$ cat src/rtl/icache_dm.sv
// rtl/icache_dm.sv - direct-mapped instruction cache, one 32-bit word per frame, IDLE/FETCH fill FSM
// Optional ICACHE_STATS_EN adds hit_count/miss_count outputs.
module icache_dm #(
    parameter int NSETS = 16
) (
    input  logic        CLK,
    input  logic        RST,
    input  logic        imemREN,
    input  logic [31:0] imemaddr,
    output logic        ihit,
    output logic [31:0] imemload,
    input  logic        inv,
    output logic        iREN,
    output logic [31:0] iaddr,
    input  logic        iwait,
    input  logic [31:0] iload
`ifdef ICACHE_STATS_EN
    ,
    output logic [31:0] hit_count,
    output logic [31:0] miss_count
`endif
);
    localparam int IDX  = $clog2(NSETS);
    localparam int TAGW = 30 - IDX;

    typedef enum logic {IDLE, FETCH} state_t;

    state_t           r_state;
    logic [NSETS-1:0] r_valid;
    logic [TAGW-1:0]  r_tag  [NSETS];
    logic [31:0]      r_data [NSETS];
    logic [31:0]      r_miss_addr;

    logic [IDX-1:0]   w_index;
    logic [IDX-1:0]   w_fill_index;
    logic [TAGW-1:0]  w_tag;
    logic             w_hit;
    logic             w_miss;
    logic             w_fill;
    logic             w_unused;

    assign w_index      = imemaddr[IDX+1:2];
    assign w_tag        = imemaddr[31:IDX+2];
    assign w_fill_index = r_miss_addr[IDX+1:2];
    assign w_unused     = &{1'b0, imemaddr[1:0]};

    // Hits are only served while idle; inv masks both hit and miss detection.
    assign w_hit  = (r_state == IDLE) && imemREN && !inv
                    && r_valid[w_index] && (r_tag[w_index] == w_tag);
    assign w_miss = (r_state == IDLE) && imemREN && !inv && !w_hit;
    assign w_fill = (r_state == FETCH) && !iwait;

    assign ihit     = w_hit;
    assign imemload = w_hit ? r_data[w_index] : 32'h0;
    assign iREN     = (r_state == FETCH);
    assign iaddr    = (r_state == FETCH) ? r_miss_addr : 32'h0;

    always_ff @(posedge CLK) begin
        if (RST) begin
            r_state     <= IDLE;
            r_valid     <= '0;
            r_miss_addr <= 32'h0;
        end else begin
            case (r_state)
                IDLE: begin
                    if (w_miss) begin
                        r_miss_addr <= {imemaddr[31:2], 2'b00};
                        r_state     <= FETCH;
                    end
                end
                FETCH: begin
                    if (!iwait) begin
                        r_valid[w_fill_index] <= 1'b1;
                        r_state               <= IDLE;
                    end
                end
            endcase
            // Placed last so an invalidate overrides a fill completing on the same edge.
            if (inv) begin
                r_valid <= '0;
            end
        end
    end

    always_ff @(posedge CLK) begin
        if (w_fill && !RST) begin
            r_tag[w_fill_index]  <= r_miss_addr[31:IDX+2];
            r_data[w_fill_index] <= iload;
        end
    end

`ifdef ICACHE_STATS_EN
    always_ff @(posedge CLK) begin
        if (RST) begin
            hit_count  <= 32'h0;
            miss_count <= 32'h0;
        end else begin
            if (w_hit) begin
                hit_count <= hit_count + 32'd1;
            end
            if (w_miss) begin
                miss_count <= miss_count + 32'd1;
            end
        end
    end
`endif

endmodule

$ cat config.mk
export PLATFORM = sky130hd
export DESIGN_NAME = icache_dm
export DESIGN_NICKNAME = d
export VERILOG_FILES = /design/src/rtl/icache_dm.sv
export SDC_FILE = /design/constraint.sdc
export NUM_CORES = 1
export LEC_CHECK = 0
export ABC_AREA = 1
export ABC_CLOCK_PERIOD_IN_PS = 5100
export CELL_PAD_IN_SITES_DETAIL_PLACEMENT = 1
export CELL_PAD_IN_SITES_GLOBAL_PLACEMENT = 1
export CORE_AREA = 2 2 210 419
export CTS_BUF_LIST = sky130_fd_sc_hd__clkbuf_2 sky130_fd_sc_hd__clkbuf_4 sky130_fd_sc_hd__clkbuf_8
export CTS_CLUSTER_DIAMETER = 50
export DETAILED_ROUTE_END_ITERATION = 12
export DIE_AREA = 0 0 212 421
export PLACE_DENSITY_LB_ADDON = 0.1
export SYNTH_ARGS = -nofsm -noshare
export SYNTH_HDL_FRONTEND = slang
export SYNTH_SLANG_ARGS = --single-unit
$ cat constraint.sdc
create_clock -name CLK -period 5.1 [get_ports CLK]
set_clock_uncertainty 0.15 [all_clocks]
set_input_delay 1.53 -clock CLK [delete_from_list [all_inputs] [get_ports CLK]]
set_output_delay 1.53 -clock CLK [all_outputs]
set_load 0.01 [all_outputs]
==> run metrics, run 1 <==
largest net degree at the start of global routing 100; Mapped Area 0.0401 mm^2; Clock Tree Buf Depth 3; max-cap viol count 0; Rel. slew slack 40.8%; top cells by area, synth edfxtp_1 69%, nand2_1 8.4%, nand3_1 3.9%; H-tree Lvls 4; Final Net Count 3,803; Pins Over Slew Limit 0; register area share after synthesis 71.8%; total congestion overflow 0; worst hold path cell count 2; failing checks negative setup slack; I/O pin cnt 135; via density per instance 5.69; number of DRC markers in iteration 0 2,328; Hold Violations, Final 0; most common cell after layout, fill and taps aside edfxtp_1; fmax 180 MHz; cells on worst reg2reg path 6; P_leak 18.1 nW; minimum hold slack 0.302 ns; setup TNS -12.46 ns; Net Sw Frac 23.4%; Tcrit/Tclk final 109%; fin util 56.4%; DP Wirelength 65,200 um; Final GP Congestion 0.794; flops & latches, synth 975; post-route design area 0.0487 mm^2; Distinct cells, synth 29; ANT nets after route 0; TritonCTS Buffers 140; yosys warns 0; Fill cells 8,788; switching power total 3.88 mW; minimum clock period 5.56 ns; dpl ws -0.979 ns; average wire per standard cell 25.1 um; Final Non-Filler Cells 5,005; core area 0.0863 mm^2; die area 0.0893 mm^2; fraction of layout cells with a size suffix above 1 18.8%; status finished with violations; die height 421 um; Row Count 153; RSZ-0062 raised after global routing yes; Setup WS post-layout -0.461 ns; global-route wire length before repair 184,000 um; total track usage 27.9%; # port buffers 130; worst slew pin tran 0.888 ns; area grow syn2layout 21.5%; Clk pwr share 38.6%; Worst setup EP type primary output; CTS Hold Bufs 0; Comb power frac 7.9%; footprint of the multi-input gates 0.0102 mm^2; hold crit path type flip-flop to flip-flop; die width 212 um; design internal power 12.7 mW; # DRC 0; clk_lat worst skew 0.80 ns; Seq pwr share 53.5%; WP data arrival 3.88 ns; register area 0.0288 mm^2; Initial Util 46.5%; TritonRoute pass-1 iters 7; cell taking the most area after synthesis edfxtp_1; PwrDens 340 mW/mm^2; DR vias 28.5k; dpl cells 4,683; crit-path max FO 8; area post-placement 0.0442 mm^2; CTS root buf clkbuf_8; Req. time, crit path 3.42 ns; most frequent cells in the layout 928 x edfxtp_1, 849 x nand2_1, 291 x a21oi_1, 250 x nand3_1, 232 x inv_1; peak supply drop 0.251 mV; antenna violations before repair 5; CP Launch Type input port; vias in the first global route 28.9k; # setup viols final 33; Synth Area per Inst 11.7 um^2; TritonCTS clock tree built; clock transition at the registers of the reported paths 0.06 ns; Pwr Total 16.6 mW; number of synthesized flops with an enable pin 928; Cells after Synth 3,419; Synth Flop Type edfxtp_1; final wirelength 126,000 um; clk sinks 975; Setup Crit Path Kind input port to primary output; FFs w/ async S/R, synth 0%; top cell type's share of synthesized area 69.5%
## metal layers
layer	GRT usage [%]	wire [um]	share of wire, %
met4	10.2	4030	3.2
met3	3.92	6610	5.3
met5	0	47	0.037
met2	45.8	61700	49
met1	38.0	53200	42
## cells by family after synthesis
family | share of synthesized area, %
AND/OR/NAND/NOR | 14.9
flip-flops | 71.8
AO/OA/AOI/OAI | 8.56
buffers and inverters | 4.73
other | 0.00935
## critical path: stages
cell,delay [ns]
buf_16,0.16
buf_8,0.16
clkbuf_16,0.16
a21oi_1,0.13
o21ai_1,0.08
o211ai_1,0.09
nand3_1,0.16
buf_4,0.18
nand3_2,0.10
nand4_1,0.12
nor3_2,0.19
nand2_4,0.10
buf_12,0.19
buf_12,0.14
buf_8,0.12
nor3_2,0.09
buf_2,0.15
## state kept, by name, indices dropped and copies added, names as in the netlist
register,cells
r_tag,416
iREN,1
r_miss_addr,30
r_valid,16
r_data,512
## path summary, 6_finish.rpt
kind,startpoint,endpoint,slack [ns]
worst max-delay path,imemaddr[2],imemload[24],-0.46
worst min-delay path,r_valid[12],r_valid[12],0.30
worst min register to register,r_valid[12],r_valid[12],0.30
worst max register to register,iREN,r_data[11][11],2.24
## repair_timing
action | in CTS | in global routing
pin swaps | 21 | 44
cloned | 13 | 9
endpoints found under the setup margin | 33 | 33
endpoints found under the hold margin | 0 | 0
resized for setup | 261 | 106
buffers inserted | 23 | 28
## final cells by class
| cell class | instances | area share (%) |
|---|---|---|
| sequential | 975 | 59.1 |
| antenna | 1 | 0.00514 |
| clock buffer | 201 | 5.02 |
| timing repair inverter | 2 | 0.0565 |
| inverter | 236 | 1.92 |
| tap | 1162 | 2.98 |
| multi-input combinational | 1984 | 20.9 |
| timing repair buffer | 395 | 9.23 |
| clock inverter | 49 | 0.791 |
## power by group through the flow
stage | Clock [mW] | Sequential, mW | Combinational (mW)
finish | 6.39 | 8.87 | 1.31
global route | 6.80 | 8.87 | 1.41
CTS | 6.52 | 8.87 | 1.22
detailed placement | 0 | 9.04 | 1.12
global placement | 0 | 9.03 | 1.09
floorplan | 0 | 9.02 | 0.596
## cells in the mapped netlist (all sizes together), types with 2 or more instances
cell type and n:
a311o 28, o21ai 74, o32ai 2, dfxtp 47, a221oi 100, edfxtp 928
nand3 312, inv 234, nor3 35, o211ai 25, clkinv 2, buf 119
o31ai 30, nand4 6, or2 3, nor2 178, nand2 894, clkbuf 106
a21oi 292
(Power assumes the default switching activity.)
==> run 2, diff against run 1 <==
--- a/config.mk
+++ b/config.mk
@@ -15,6 +15,7 @@
 export DETAILED_ROUTE_END_ITERATION = 12
 export DIE_AREA = 0 0 212 421
 export PLACE_DENSITY_LB_ADDON = 0.1
+export SKIP_CTS_REPAIR_TIMING = 1
 export SYNTH_ARGS = -nofsm -noshare
 export SYNTH_HDL_FRONTEND = slang
 export SYNTH_SLANG_ARGS = --single-unit
==> run 2 against run 1 <==
Against the previous run:
- the flow still finishes with violations (negative setup slack)
- cell area shrank 2.8%
- fmax grew 0.33%
- via count shrank 2.0%
- clock power is essentially flat
- register-to-register slack lost 0.02 ns
- sequential share of layout area grew 1.7 points
- global-route usage shrank 0.86 points
- hold slack is essentially flat
- combinational power shrank 11%
- largest cell class unchanged
==> run metrics, run 2 (same netlist as run 1, synthesis figures left out) <==
TritonCTS Buffers 140 (unchanged); status finished with violations (unchanged); P_leak 17.6 nW (was 18.1 nW); crit-path max FO 23 (was 8); global-route wire length before repair 178,000 um (was 184,000 um); Setup Crit Path Kind input port to primary output (unchanged); I/O pin cnt 135 (unchanged); # DRC 0 (unchanged); Final Net Count 3,744 (was 3,803); fraction of layout cells with a size suffix above 1 14.5% (was 18.8%); Final GP Congestion 0.794 (unchanged); peak supply drop 0.250 mV (was 0.251 mV); Req. time, crit path 3.42 ns (about the same); die area 0.0893 mm^2 (unchanged); fin util 54.9% (was 56.4%); Setup WS post-layout -0.442 ns (was -0.461 ns); average wire per standard cell 24.5 um (was 25.1 um); setup TNS -13.28 ns (was -12.46 ns); Initial Util 46.5% (unchanged); design internal power 12.6 mW (was 12.7 mW); failing checks negative setup slack (unchanged); worst slew pin tran 0.902 ns (was 0.888 ns); final wirelength 121,000 um (was 126,000 um); clock transition at the registers of the reported paths 0.06 ns (about the same); Comb power frac 7.1% (was 7.9%); ANT nets after route 0 (unchanged); PwrDens 346 mW/mm^2 (was 340 mW/mm^2); Top reg by flops r_data (unchanged); Worst setup EP type primary output (unchanged); most frequent cells in the layout 928 x edfxtp_1, 880 x nand2_1, 302 x nand3_1, 292 x a21oi_1, 232 x inv_1 (was 928 x edfxtp_1, 849 x nand2_1, 291 x a21oi_1, 250 x nand3_1, 232 x inv_1); hold crit path type flip-flop to flip-flop (unchanged); most common cell after layout, fill and taps aside edfxtp_1 (unchanged); CP Launch Type input port (unchanged); die height 421 um (unchanged); Net Sw Frac 23.1% (was 23.4%); Hold Violations, Final 0 (unchanged); # setup viols final 33 (unchanged); RSZ-0062 raised after global routing yes (unchanged); Rel. slew slack 39.9% (was 40.8%); total congestion overflow 0 (unchanged); minimum clock period 5.54 ns (was 5.56 ns); Fill cells 8,884 (was 8,788); Largest regs r_data x512, r_tag x416, r_miss_addr x30 (unchanged); clk sinks 975 (unchanged); TritonRoute pass-1 iters 5 (was 7); largest net degree at the start of global routing 101 (was 100); area grow syn2layout 18.1% (was 21.5%); DP Wirelength 65,200 um (unchanged); DR vias 27.9k (was 28.5k); clk_lat worst skew 0.80 ns (about the same); TritonCTS clock tree built (unchanged); switching power total 3.79 mW (was 3.88 mW); Row Count 153 (unchanged); CTS root buf clkbuf_8 (unchanged); Clk pwr share 38.8% (was 38.6%); via density per instance 5.64 (was 5.69); number of DRC markers in iteration 0 2,208 (was 2,328); vias in the first global route 28.6k (was 28.9k); Pins Over Slew Limit 0 (unchanged); H-tree Lvls 4 (unchanged); WP data arrival 3.86 ns (was 3.88 ns); Tcrit/Tclk final 109% (about the same); Seq pwr share 54.1% (was 53.5%); # port buffers 130 (unchanged); die width 212 um (unchanged); fmax 180 MHz (about the same); total track usage 27.1% (was 27.9%); core area 0.0863 mm^2 (unchanged); max-cap viol count 0 (unchanged); Largest register FFs 512 (unchanged); antenna violations before repair 5 (unchanged); Clock Tree Buf Depth 3 (unchanged)
==> run 2: cell types whose count changed in the layout (fill, tap and decap cells not counted), moves of 20 or more <==
cell / previous run / this run
nand2_2: 38 / 14
buf_4: 161 / 139
nand3_1: 250 / 302
nand2_1: 849 / 880
buf_2: 34 / 14
nand3_2: 59 / 10
==> run 2: final timing paths <==
path	from	end	slack [ns]	cells past startpoint
worst min register to register	r_valid[12]	r_valid[12]	0.30	2
worst max register to register	iREN	r_data[11][11]	2.22	6
worst max-delay path	imemaddr[2]	imemload[30]	-0.44	17
worst min-delay path	r_valid[12]	r_valid[12]	0.30	2
==> run 2: power by group through the flow <==
stage          clock [mW]  sequential (mW)  combinational (mW)
2_1_floorplan           0             9.02               0.596
3_3_place_gp            0             9.03                1.09
3_5_place_dp            0             9.04                1.12
4_1_cts              6.52             8.87                1.12
5_1_grt              6.80             8.87                1.27
6_report             6.36             8.87                1.16
==> run 2: routing by layer <==
metal	vias to the layer above	GRT usage, %	wire length, um
met5	-	0	47
met4	8	10.0	3670
met3	243	4.36	6310
met2	809	44.3	59200
met1	14200	36.4	51800
li1	12600	-	-
==> run 2: final cells by class <==
type	count	area, um^2	area share, %
sequential	975	28800	60.8
multi-input combinational	1984	9660	20.4
timing repair buffer	338	3710	7.82
clock buffer	201	2450	5.17
tap	1162	1450	3.07
inverter	236	912	1.93
clock inverter	49	385	0.813
antenna	1	2.50	0.00528
==> run 2: worst max-delay path, stage by stage <==
cell	delay [ns]
buf_16	0.14
inv_12	0.14
buf_12	0.19
nand2_1	0.07
nand2_1	0.05
nand2_1	0.05
nand3_1	0.12
nand3_1	0.17
nand2_2	0.13
nor2_1	0.07
a211oi_2	0.21
nand2_1	0.08
nor2_2	0.13
nand2_2	0.09
buf_12	0.17
nor3_4	0.29
buf_2	0.18
==> run 2: metrics by stage <==
stage          instance area [um^2]  power, mW  hold WS (ns)  cells  setup WS (ns)
6_report                      47400       16.4         0.302   4946         -0.442
5_1_grt                       47400       16.9         0.332   4946         -0.575
4_1_cts                       47000       16.5         0.301   4933          -1.00
3_5_place_dp                  44200       10.2         0.291   4683         -0.979
3_3_place_gp                  44200       10.1         0.283   4683         -0.907
2_1_floorplan                 40100       9.61         0.276   3420        -0.0252
